--- src/rtl/serial_adder.sv ---
// Bit-serial (chunk-serial) adder/subtractor: one CHUNK-wide slice reused for
// WIDTH/CHUNK cycles, with a start/busy/done handshake and carry/overflow flags.
module serial_adder #(
  parameter int unsigned WIDTH = 8,
  parameter int unsigned CHUNK = 1
) (
  input  logic             clk,
  input  logic             rst_n,
  input  logic             start,
  input  logic             sub,
  input  logic [WIDTH-1:0] a,
  input  logic [WIDTH-1:0] b,
  input  logic             i,
  output logic             busy,
  output logic             done,
  output logic [WIDTH-1:0] s,
  output logic             c,
  output logic             v
);

  localparam int unsigned NCHUNK = WIDTH / CHUNK;
  localparam int unsigned KW     = (NCHUNK > 1) ? $clog2(NCHUNK) : 1;

  typedef enum logic [1:0] {IDLE, RUN, DONE} state_t;

  state_t           state;
  logic [WIDTH-1:0] a_r;
  logic [WIDTH-1:0] b_r;
  logic             cy;
  logic [KW-1:0]    k;

  logic [CHUNK-1:0] a_ch;
  logic [CHUNK-1:0] b_ch;
  logic [CHUNK:0]   sum;
  logic             last;

  // Operands shift right each cycle so the active chunk is always the low one;
  // on the last chunk its top bit is the original operand MSB.
  always_comb begin
    a_ch = a_r[CHUNK-1:0];
    b_ch = b_r[CHUNK-1:0];
    sum  = {1'b0, a_ch} + {1'b0, b_ch} + {{CHUNK{1'b0}}, cy};
    last = (k == KW'(NCHUNK - 1));
  end

  always_ff @(posedge clk or negedge rst_n) begin
    if (!rst_n) begin
      state <= IDLE;
      busy  <= 1'b0;
      done  <= 1'b0;
      s     <= '0;
      c     <= 1'b0;
      v     <= 1'b0;
      a_r   <= '0;
      b_r   <= '0;
      cy    <= 1'b0;
      k     <= '0;
    end else begin
      case (state)
        IDLE, DONE: begin
          done <= 1'b0;
          if (start) begin
            a_r   <= a;
            b_r   <= sub ? ~b : b;
            cy    <= sub ? ~i : i;
            k     <= '0;
            s     <= '0;
            c     <= 1'b0;
            v     <= 1'b0;
            busy  <= 1'b1;
            state <= RUN;
          end else begin
            state <= IDLE;
          end
        end
        RUN: begin
          a_r <= a_r >> CHUNK;
          b_r <= b_r >> CHUNK;
          cy  <= sum[CHUNK];
          // Result chunks enter at the top and move down; after NCHUNK
          // cycles every chunk sits at its own position.
          s   <= WIDTH'({sum[CHUNK-1:0], s} >> CHUNK);
          k   <= k + 1'b1;
          if (last) begin
            c     <= sum[CHUNK];
            v     <= a_ch[CHUNK-1] ^ b_ch[CHUNK-1] ^ sum[CHUNK-1] ^ sum[CHUNK];
            busy  <= 1'b0;
            done  <= 1'b1;
            state <= DONE;
          end
        end
        default: begin
          busy  <= 1'b0;
          done  <= 1'b0;
          state <= IDLE;
        end
      endcase
    end
  end

endmodule

--- config.mk ---
export PLATFORM = sky130hd
export DESIGN_NAME = serial_adder
export DESIGN_NICKNAME = d
export VERILOG_FILES = /design/src/rtl/serial_adder.sv
export SDC_FILE = /design/constraint.sdc
export NUM_CORES = 1
export LEC_CHECK = 0
export BUFFER_PORTS_ARGS = -buffer_cell sky130_fd_sc_hd__buf_2
export CAP_MARGIN = 20
export CORE_MARGIN = 5
export CORE_UTILIZATION = 38
export CTS_CLUSTER_DIAMETER = 40
export DETAILED_ROUTE_END_ITERATION = 10
export GPL_TIMING_DRIVEN = 0
export SLEW_MARGIN = 20
export SYNTH_ARGS = -nofsm -noshare
export SYNTH_HDL_FRONTEND = slang
export SYNTH_SLANG_ARGS = --single-unit
--- constraint.sdc ---
create_clock -name clk -period 2.47 [get_ports clk]
set_input_delay 0 -clock clk [delete_from_list [all_inputs] [get_ports clk]]
set_output_delay 0 -clock clk [all_outputs]
set_load 0.05 [all_outputs]
# ---- Word level (Yosys, flattened, before mapping)
# Cells that the tools add are included.
dict set report totals {
  input_bits 21
  ff_bits 34
  wordCells 54
  output_inout_bits 12
}
dict set report classes {
  bitwise_logic 5
  reduce_logical 6
  n_eq_ne 5
  mux 25
  n_addsub 3
}
# op n
set ops {}
lappend ops {{$pmux 8 s2} 3}
lappend ops {{$mux 8} 4}
lappend ops {{$mux 1} 10}
lappend ops {{$not 8->8} 1}
lappend ops {{$pmux 1 s2} 4}
lappend ops {{$pmux 3 s2} 1}
lappend ops {{$ne 2x2->1 const B} 2}
lappend ops {{$pmux 2 s2} 1}
lappend ops {{$reduce_and 2->1} 2}
lappend ops {{$add 3x1->3 const B} 1}
lappend ops {{$eq 3x3->1 const B} 1}
lappend ops {{$mux 3} 1}
lappend ops {{$reduce_and 3->1} 1}
lappend ops {{$xor 1x1->1} 3}
lappend ops {{$add 1x1->2} 1}
lappend ops {{$add 2x1->2} 1}
lappend ops {{$eq 2x1->1 const B} 1}
lappend ops {{$eq 2x2->1 const B} 1}
lappend ops {{$logic_not 2->1} 1}
lappend ops {{$mux 2} 1}
lappend ops {{$reduce_bool 2->1} 1}
lappend ops {{$reduce_or 2->1} 1}
lappend ops {{$not 1->1} 1}

# ---- Longest topological paths before layout
dict set report logic_depth {
  ltp_word 6
  ltp_mapped 5
  depth_no_buf 5
}

# ---- Worst setup path after synthesis
# OpenSTA, ideal clock, no wires.
dict set report synth_path {
  path_kind {flip-flop to flip-flop}
  from {register done (netlist name)}
  to {register b_r[3]}
  setup_time_ns 0.126
  synth_period_minus_slack_ns 1.510
  t_required_ns 2.344
  slack_ns 0.960
  stages_incl_launch_ff 5
  arrival_time_ns 1.384
  n_path_buf 2
  path_cell_list {dfrtp_1 -> nor2b_1 -> buf_4 -> buf_2 -> a221o_1}
}
# item line
set synth_lines {}
lappend synth_lines {{to (signal assigned)} 64} ;# b_r <= sub ? ~b : b;
lappend synth_lines {{to (signal assigned)} 78} ;# b_r <= b_r >> CHUNK;
lappend synth_lines {{to (decl)} 28} ;# logic [WIDTH-1:0] b_r;

# ---- Final worst setup path
dict set report layout_path {
  from {register b_r[0]}
  to {register v}
}
dict set report layout_via {
  elab_chain_len 6
  elab_cells_between_ends 7
  cone_classes {2 x add/sub; 2 x mux; 3 x bitwise}
}
# item line
set layout_lines {}
lappend layout_lines {{$add 1x1->2} 42} ;# sum = {1'b0, a_ch} + {1'b0, b_ch} + {{CHUNK{1'b0}}, cy};
lappend layout_lines {{$add 2x1->2} 42}
lappend layout_lines {{$xor 1x1->1} 86} ;# v <= a_ch[CHUNK-1] ^ b_ch[CHUNK-1] ^ sum[CHUNK-1] ^ sum[CHUNK];
lappend layout_lines {{$xor 1x1->1 *} 86}
lappend layout_lines {{$mux 1 *} 84} ;# if (last) begin
lappend layout_lines {{$pmux 1 s2 *} 59} ;# case (state)
lappend layout_lines {{to (signal assigned)} 86}
lappend layout_lines {{to (decl)} 18} ;# output logic v
# Mark *: on every way between the ends. The rest lies on a longest branch, timed or not. The select of a mux whose other input is x is not followed.
# A chain may end at the register's enable or synchronous reset.

==> metrics <==
Syn Nets 152; CTS Sinks 33; Layout Skew 0.00579 ns; die extent in y 72.3 um; share of layout cells above drive strength 1 0.273; DR iter-0 viols 47; Period Utilization, post-route 0.616; Synth Instances 128; DR vias 1152; synth cell count leaders 33 x dfrtp_1, 11 x a22o_1, 11 x nor2_1; clock root buffer clkbuf_8; status finished, final reports clean; total CTS buffers 5; cell taking the most area after synthesis dfrtp_1; Slew HR 0.522; Final Cell Area 1900 um2; initial antenna violation count 0; synthesized area 1480 um2; # Post-CTS Setup Buffers 0; Power per Cell Area 1420 nW/um2; H-tree depth 2; Core Area 3720 um2; most common cell in the synthesized netlist dfrtp_1; ys flop type dfrtp_1; Worst-Margin Slew 0.716 ns; Tmin final 1.52 ns; EDFF count, synth 0; Area Overhead vs Synth 28.6%; post-synthesis sequential area ratio 0.560; HP Class primary input to flip-flop; final setup TNS 0 ns; CP Launch Type flip-flop; Fin. Hold Viols 0; Synth Area in Adders 0.0305; Hold Buf Count CTS 9; WL/cell 13.4 um; vias in the first global route 1180; DIE AREA 5230 um2; Final ANT Viol Nets 0; total grt overflow 0; drt drc 0; Crit Path Category flip-flop to flip-flop; YS warnings 0; fillers 361; RSZ-0062 raised after global routing no; routed vias/inst 5.14; post-DP HPWL 2.20 mm; buffers added on ports 31; clk_lat worst skew 0.28 ns; simple-gate share of the synthesized area 0.108; Critical Path Sink Type flip-flop; Mean Syn Cell Area 11.5 um2; Final Max Slew Viols 0; Final nets 199; critical path peak fanout 3; largest family of logic cells by synthesized area compound AO/OA/AOI/OAI gates; Reg clk slew, reported paths 0.07 ns; Register Area 826 um2; TritonCTS clock tree done; Synth cell types 26; xor and xnor area share after synthesis 0.0712; final setup vio count 0; Initial Utilization 0.397; mux share of post-synthesis cell area 0; die width 72.3 um; total iterations of the first detailed-routing run 4; final wirelength 3.01 mm; global-route wire length before repair 5.26 mm; Diodes inserted 0; multi-input logic area 577 um2; post-synthesis compound-gate area fraction 0.182; Synth Register Bits 33; GRT Overall Usage 0.132; RePlAce Congestion 0.764; # rows 22; Crit path arrival time 1.68 ns; ranking of synthesized cells by area dfrtp_1 56%, a22o_1 6.5%, a221o_1 6.1%; Max clock buf depth 2; area fraction of the dominant cell type after synthesis 0.560; async set-reset flop share out of synthesis 1.00; post-cts sizing count 0; maxcap violations 0; max frequency 657 MHz; num ports 33; worst vdd ir 386 uV; Worst Path Required 2.63 ns; Area after DPL 1690 um2; Pleak 0.929 nW; largest net degree at the start of global routing 34
==> sequential cells by signal, indices dropped and copies added (netlist names) <==
register,flops
a_r,8
b_r,8
v,1
c,1
state,1
k,3
busy,1
done,1
s,8
cy,1
==> area by class of cell <==
cell class	instances	area share
Inverter	4	0.00792
Timing Repair Buffer	40	0.129
Clock inverter	1	0.0158
Multi-Input combinational cell	81	0.304
Sequential cell	33	0.435
Tap cell	48	0.0317
Clock buffer	7	0.0455
Buffer	10	0.0303
==> metal layers <==
metal,global-route usage,share of wire
met3,0.0374,0.047
met1,0.160,0.44
met5,0,0
met4,0.0752,0.025
met2,0.209,0.49
==> final timing paths <==
path	from	slack (ns)	cells past startpoint	to
min in group asynchronous	rst_n	0.31	2	b_r[1]
setup reg to reg	b_r[0]	0.95	5	v
setup / recovery	b_r[0]	0.95	5	v
hold reg to reg	s[0]	0.50	1	s[0]
hold / removal	start	0.04	3	busy
max in group asynchronous	rst_n	1.71	2	s[0]
==> cell families (layout without fill, tap and decap cells) <==
kind of cell               Yosys count  after routing
AOI/OAI and AO/OA                   32             32
xor gates and xnor gates            12             12
adders and majority gates            3              3
buffers and inverters               14             62
DFF                                 33             33
and+or+nand+nor                     34             34
==> worst max-delay path, cell delays in order (launching register included) <==
cell     delay (ns)
dfrtp_1        0.40
inv_1          0.08
fa_1           0.56
xnor2_1        0.14
xnor2_1        0.14
o21ai_0        0.10
==> stage by stage <==
stage / util / instances / setup WS [ns] / power (mW) / hold WS, ns
finish: 0.510 / 224 / 0.948 / 2.69 / 0.0379
global route: 0.510 / 224 / 0.852 / 2.88 / 0.0498
CTS: 0.510 / 224 / 0.922 / 2.73 / 0.0305
detailed placement: 0.455 / 207 / 0.926 / 2.19 / 0.103
global placement: 0.455 / 207 / 0.968 / 2.16 / 0.0837
floorplan: - / 128 / 0.960 / 1.90 / -0.296
==> cell usage in the layout (no fill, tap or decap), types with 2 or more instances in the layout <==
cell type and instances:
o21ai_0 4, xnor2_1 10, dfrtp_1 33, ha_1 2, dlygate4sd3_1 9, clkbuf_8 6
a221o_1 9, xor2_1 2, clkbuf_1 2, inv_1 4, nor2_1 11, a22o_1 11
nand2_1 7, nand3_1 9, buf_2 38, a22oi_1 6
==> power by group <==
part	leakage, nW	internal [mW]	switching (mW)	total [mW]
sequential	0.417	0.782	0.151	0.933
clock	0.0585	0.329	0.185	0.514
combinational	0.453	0.500	0.747	1.25
Note: power is estimated with default switching activity, not from simulation.
